==> config.mk <==
export PLATFORM = sky130hd
export DESIGN_NAME = sram_rr_arbiter
export DESIGN_NICKNAME = d
export VERILOG_FILES = /design/src/rtl/sram_rr_arbiter.sv
export SDC_FILE = /design/constraint.sdc
export NUM_CORES = 1
export LEC_CHECK = 0
export CORE_AREA = 2 2 127 129
export CTS_BUF_LIST = sky130_fd_sc_hd__clkbuf_2
export DETAILED_ROUTE_END_ITERATION = 10
export DIE_AREA = 0 0 129 131
export GPL_ROUTABILITY_DRIVEN = 0
export PLACE_DENSITY_LB_ADDON = 0.3
export SKIP_LAST_GASP = 1
export SYNTH_ARGS = -nofsm -noshare
export SYNTH_HDL_FRONTEND = slang
export SYNTH_SLANG_ARGS = --single-unit
==> constraint.sdc <==
create_clock -name clk_i -period 2.03 [get_ports clk_i]
set_clock_uncertainty 0.1 [all_clocks]
set_input_delay 0.3045 -clock clk_i [delete_from_list [all_inputs] [get_ports clk_i]]
set_output_delay 0.3045 -clock clk_i [all_outputs]
set_load 0.03 [all_outputs]
==> src/rtl/sram_rr_arbiter.sv <==
// Round-robin arbiter sharing one single-port synchronous SRAM between
// NumPorts requesters with a req/gnt/rvalid handshake. Byte addresses are
// mapped onto SRAM words relative to BaseAddr; accesses outside the SRAM
// window are answered with an error response and never reach the SRAM.
module sram_rr_arbiter #(
  parameter int          NumPorts   = 2,
  parameter int          Width      = 32,
  parameter int          Depth      = 1 << 15,
  parameter logic [31:0] BaseAddr   = 32'h8000_0000,
  localparam int         WidthBytes = Width / 8,
  localparam int         Aw         = $clog2(Depth)
) (
  input  logic                             clk_i,
  input  logic                             rst_ni,
  input  logic [NumPorts-1:0]              req_i,
  input  logic [NumPorts-1:0]              we_i,
  input  logic [NumPorts*32-1:0]           addr_i,
  input  logic [NumPorts*Width-1:0]        wdata_i,
  input  logic [NumPorts*WidthBytes-1:0]   be_i,
  output logic [NumPorts-1:0]              gnt_o,
  output logic [NumPorts-1:0]              rvalid_o,
  output logic [NumPorts*Width-1:0]        rdata_o,
  output logic [NumPorts-1:0]              err_o,
  output logic                             sram_req_o,
  output logic                             sram_write_o,
  output logic [Aw-1:0]                    sram_addr_o,
  output logic [Width-1:0]                 sram_wdata_o,
  output logic [Width-1:0]                 sram_wmask_o,
  input  logic [Width-1:0]                 sram_rdata_i
);

  localparam int Pw   = $clog2(NumPorts);
  localparam int OffW = $clog2(WidthBytes);
  // Window bounds in 33 bits so a window ending at 2^32 cannot wrap to a false hit.
  localparam logic [32:0] Base33  = {1'b0, BaseAddr};
  localparam logic [32:0] Limit33 = Base33 + 33'(Depth) * 33'(WidthBytes);

  genvar gi;

  logic [NumPorts-1:0] in_range;
  logic [Aw-1:0]       word_idx [NumPorts];

  // Per-port window check and byte-address to word-index conversion.
  generate
    for (gi = 0; gi < NumPorts; gi++) begin : g_addr
      logic [32:0] addr33;
      logic [32:0] off33;
      assign addr33          = {1'b0, addr_i[gi*32 +: 32]};
      assign off33           = addr33 - Base33;
      assign in_range[gi]    = (addr33 >= Base33) && (addr33 < Limit33);
      assign word_idx[gi]    = Aw'(off33 >> OffW);
    end
  endgenerate

  logic [Pw-1:0] ptr_reg;
  logic [Pw-1:0] win;
  logic          found;

  // Pick the first requester at or after the pointer, wrapping around.
  always_comb begin
    int idx;
    idx   = 0;
    found = 1'b0;
    win   = '0;
    gnt_o = '0;
    for (int i = 0; i < NumPorts; i++) begin
      idx = int'(ptr_reg) + i;
      if (idx >= NumPorts) idx = idx - NumPorts;
      if (!found && req_i[idx]) begin
        found = 1'b1;
        win   = Pw'(idx);
      end
    end
    if (found) gnt_o[win] = 1'b1;
  end

  logic                  win_in_range;
  logic                  win_we;
  logic [Aw-1:0]         win_idx;
  logic [Width-1:0]      win_wdata;
  logic [WidthBytes-1:0] win_be;
  logic [Width-1:0]      win_mask;

  // Steer the winner's request fields onto the SRAM side.
  always_comb begin
    win_in_range = in_range[win];
    win_we       = we_i[win];
    win_idx      = word_idx[win];
    win_wdata    = wdata_i[win*Width +: Width];
    win_be       = be_i[win*WidthBytes +: WidthBytes];
  end

  // Expand byte enables into the per-bit SRAM mask.
  generate
    for (gi = 0; gi < WidthBytes; gi++) begin : g_mask
      assign win_mask[gi*8 +: 8] = {8{win_be[gi]}};
    end
  endgenerate

  // Issue only granted in-window accesses; idle SRAM outputs are held at 0.
  always_comb begin
    sram_req_o   = found && win_in_range;
    sram_write_o = 1'b0;
    sram_addr_o  = '0;
    sram_wdata_o = '0;
    sram_wmask_o = '0;
    if (sram_req_o) begin
      sram_write_o = win_we;
      sram_addr_o  = win_idx;
      sram_wdata_o = win_wdata;
      sram_wmask_o = win_mask;
    end
  end

  // Advance the priority pointer past the winner; hold it on idle cycles.
  always_ff @(posedge clk_i or negedge rst_ni) begin
    if (!rst_ni) begin
      ptr_reg <= '0;
    end else if (found) begin
      ptr_reg <= (win == Pw'(NumPorts - 1)) ? '0 : win + 1'b1;
    end
  end

  logic [NumPorts-1:0] rvalid_reg;
  logic [NumPorts-1:0] err_reg;
  logic [NumPorts-1:0] rd_sel_reg;

  // Record which port gets a response next cycle, and of which kind.
  always_ff @(posedge clk_i or negedge rst_ni) begin
    if (!rst_ni) begin
      rvalid_reg <= '0;
      err_reg    <= '0;
      rd_sel_reg <= '0;
    end else begin
      rvalid_reg <= gnt_o;
      err_reg    <= (found && !win_in_range) ? gnt_o : '0;
      rd_sel_reg <= (found && win_in_range && !win_we) ? gnt_o : '0;
    end
  end

  assign rvalid_o = rvalid_reg;
  assign err_o    = err_reg;

  // SRAM read data only exists in the response cycle, so it is passed through
  // a registered per-port select rather than re-registered.
  generate
    for (gi = 0; gi < NumPorts; gi++) begin : g_rdata
      assign rdata_o[gi*Width +: Width] = rd_sel_reg[gi] ? sram_rdata_i : '0;
    end
  endgenerate

endmodule

==> key figures <==
Floorplan
  – Core area: 0.0156 mm^2
  – Number of placement rows: 46
  – I/O pins: 325
  – Die Y-Extent: 131 um
  – Chip width: 129 um
  – Die Area: 0.0169 mm^2
  – Initial Utilization: 11.4%

Outcome
  – Run status: finished, violations left
  – Violations in the final reports: negative setup slack

Global routing
  – Maximum number of pins on one net before global-route repair: 36
  – GRT Util Overall: 11.4%
  – Total congestion overflow after global routing: 0
  – Vias in the first global route: 3,005
  – Initial antenna violation count: 0
  – Wire length of the first global-routing pass: about 15,000 um

Setup path
  – CP required: 1.63 ns
  – Critical path startpoint category: input port
  – Worst setup path class: input port to output pin
  – Crit. End Element: output pin
  – Maximum fanout along the worst path: 8
  – Arrival time of data at the critical path endpoint: ~1.7 ns
  – Cells along the critical path: buf_6, nor4_4, nand4_4, nor2_4, buf_12, buf_12, a22o_4, buf_6
  – CP max-delay cell: sky130_fd_sc_hd__nor4_4
  – Largest incremental delay on the critical path: 0.33 ns

Synth
  – Count of yosys warnings during synthesis: 0
  – Fraction of synthesis flops using an asynchronous set or reset pin: 100%
  – Per-instance average area after synthesis: 6.81 um^2
  – Distinct cell type count of the synthesized netlist: 20
  – #FFs+latches synth: 7
  – Dominant combinational cell family by area after synthesis: simple AND/OR/NAND/NOR gates
  – Summed instance area of the synthesized netlist: 0.00177 mm^2
  – Parity-gate share of the synthesized area counting xor and xnor cells: 0%
  – Post-synthesis compound-gate area fraction: 22.6%
  – Number of synthesized flops with an enable pin: 0
  – Fraction of synthesized area in multiplexers: 0%
  – Post-Synthesis Net Count: 434
  – Number of instances in the synthesized netlist: 260
  – Adder-cell share of the synthesized area: 0%
  – Library cell occupying the most area in the post-synthesis netlist: sky130_fd_sc_hd__and2_1
  – Top cells by area in the synthesized netlist: sky130_fd_sc_hd__and2_1 23%, sky130_fd_sc_hd__buf_4 14%, sky130_fd_sc_hd__nand2_1 14%, sky130_fd_sc_hd__o22ai_1 11%, sky130_fd_sc_hd__a22o_1 9.9%
  – Top-area cell type share of the netlist area: 23.3%
  – Flip-flop cell with the highest count after synthesis: sky130_fd_sc_hd__dfrtp_1
  – Most frequent cell after synthesis: sky130_fd_sc_hd__and2_1
  – Commonest cells in the synthesized netlist: 66 x sky130_fd_sc_hd__and2_1, 64 x sky130_fd_sc_hd__nand2_1, 32 x sky130_fd_sc_hd__buf_4, 32 x sky130_fd_sc_hd__o22ai_1, 20 x sky130_fd_sc_hd__a22o_1
  – Post-synthesis simple-gate area fraction: between 40 and 50%
  – Sequential cell area fraction in the yosys report: 9.89%

STA
  – Clock period minus final worst setup slack: ~2.1 ns
  – Count of final max-slew check failures: 0
  – Worst slew margin relative to its limit: roughly 48%
  – Period utilization: 104%
  – Setup Total Neg Slack: -2.98 ns
  – Highest Clock Rate: around 470 MHz
  – Setup ws final: -0.0793 ns
  – Number of setup violations in the final report: 71
  – Setup repair after global routing missed its margin: yes
  – Slew at the pin closest to its max-slew limit: 0.782 ns
  – Final hold violation count: 0

Routing
  – Detail-routed net length per standard cell: about 15 um
  – Residual DRC: 0
  – First-pass iteration count of the detailed router: 4
  – Vias per inst: 3.88
  – Routed metal-1 wirelength: 4140 um
  – Total detailed-routing wirelength: 11,600 um
  – Vias post-DR: 3,058
  – Antenna violation net count after detailed routing: 0
  – Detailed Route Iter0 Violations: 79
  – Top Layer Used: met4
  – Met2 Wirelength: 6370 um
  – Length of routed met3 wiring: 1040 um

Finish
  – Fin util: 37.8%
  – Antenna diode count: 0
  – Area overhead of the layout relative to synthesis: 233%
  – Fraction of layout cells with a size suffix above 1: about 45%
  – Final-stage net count: 747
  – Final Instance Area: 0.00590 mm^2

Clocking
  – CTS root buf: sky130_fd_sc_hd__clkbuf_2
  – Clk Latency, worst-skew pair: 0.22 ns
  – Depth of the CTS H-tree: 1
  – Clock transition at the registers of the reported paths: 0.08 ns
  – Clock buffers created by TritonCTS: 3
  – CTS sink count: 7
  – CTS tree: built
  – Longest Clk Path Bufs: 2

Job
  – Max capacitance violation total: 0

Pwr
  – Static leakage power: 0.00279 uW
  – Maximum ir drop on the vdd rail: around 0.076 mV
  – Power density over the cells: 149 mW/mm^2

Placed design
  – Place WS: -0.438 ns
  – Cell area after placement: 0.00495 mm^2
  – Number of port buffers: 320
  – Half-perimeter wire length after placement: ~9000 um

Worst hold path
  – Min-Delay Path Class: input port to async pin
## what timing repair did
action | CTS | global route
buffers inserted | 12 | 2
hold buffers | 0 | 0
pin swaps | 21 | 35
cloned | 5 | 0
setup endpoints to repair | 82 | 96
hold endpoints to repair | 0 | 0
resized for setup | 188 | 99
## through the flow
step	hold WS, ns	power (uW)	cells
after floorplan	-0.0911	270	260
after global placement	0.446	696	769
after detailed placement	0.474	701	769
after CTS	0.238	841	790
after global routing	0.233	942	788
final	0.238	882	788
## worst paths after layout
path	from	endpoint	slack, ns	cells after the start
max	addr_i[53]	sram_wmask_o[0]	-0.08	8
min	rst_ni	rvalid_o[1]$_DFF_PN0_	0.24	1
max reg2reg	ptr_reg$_DFFE_PN0P_	rd_sel_reg[0]$_DFF_PN0_	0.61	6
min reg2reg	ptr_reg$_DFFE_PN0P_	ptr_reg$_DFFE_PN0P_	0.48	2
max in group asynchronous	rst_ni	rd_sel_reg[0]$_DFF_PN0_	1.33	1
min in group clk_i	req_i[0]	ptr_reg$_DFFE_PN0P_	0.44	3
## layer usage
layer / global-route usage (%) / vias to the layer above
li1: - / 1485
met1: 12.4 / 1384
met2: 22.9 / 183
met3: 1.95 / 6
met4: 2.37 / 0
met5: 0 / -
## power by group
part	internal, uW	total (uW)	switching (uW)	leakage [uW]
Sequential	149	154	4.99	0.0000891
Clock	52.4	105	53.0	0.0000166
Combinational	394	623	229	0.00268
## logic make-up (layout without fill, tap and decap cells)
group | after synthesis | count (layout)
flops | 7 | 7
compound gates | 55 | 55
buf+inv | 53 | 365
simple gates | 145 | 145
## worst max-delay path, delay by kind of cell
family                 cells  cell delay [ns]
and+or+nand+nor            3             0.68
AOI/OAI and AO/OA          1             0.21
buffers and inverters      4             0.50
## area by class of cell
type                            instances  area (um^2)
Tap cell                              216          270
Sequential cell                         7          175
Inverter                                3         27.5
Clock buffer                            4         20.0
Timing Repair Buffer                  358         3790
Multi-Input combinational cell        200         1620
Fill cell                            1576         9700
## cell usage in the layout, fill, tap and decap left out, drive strengths merged
master / netlist / layout
buf: 35 / 190
clkdlybuf4s50: 0 / 141
and2: 66 / 66
nand2: 64 / 64
o22ai: 32 / 32
a22o: 20 / 20
dlymetal6s2s: 0 / 15
dfrtp: 7 / 7
clkdlybuf4s15: 0 / 7
dlygate4sd2: 0 / 5
nor4: 4 / 4
clkbuf: 15 / 4
nor3: 4 / 4
inv: 3 / 3
nor4b: 2 / 2
nand4: 2 / 2
nor2: 2 / 2
nand2b: 1 / 1
a21boi: 1 / 1
o2bb2ai: 1 / 1
o21ai: 1 / 1
No activity file was read; power rests on OpenSTA's default activity.
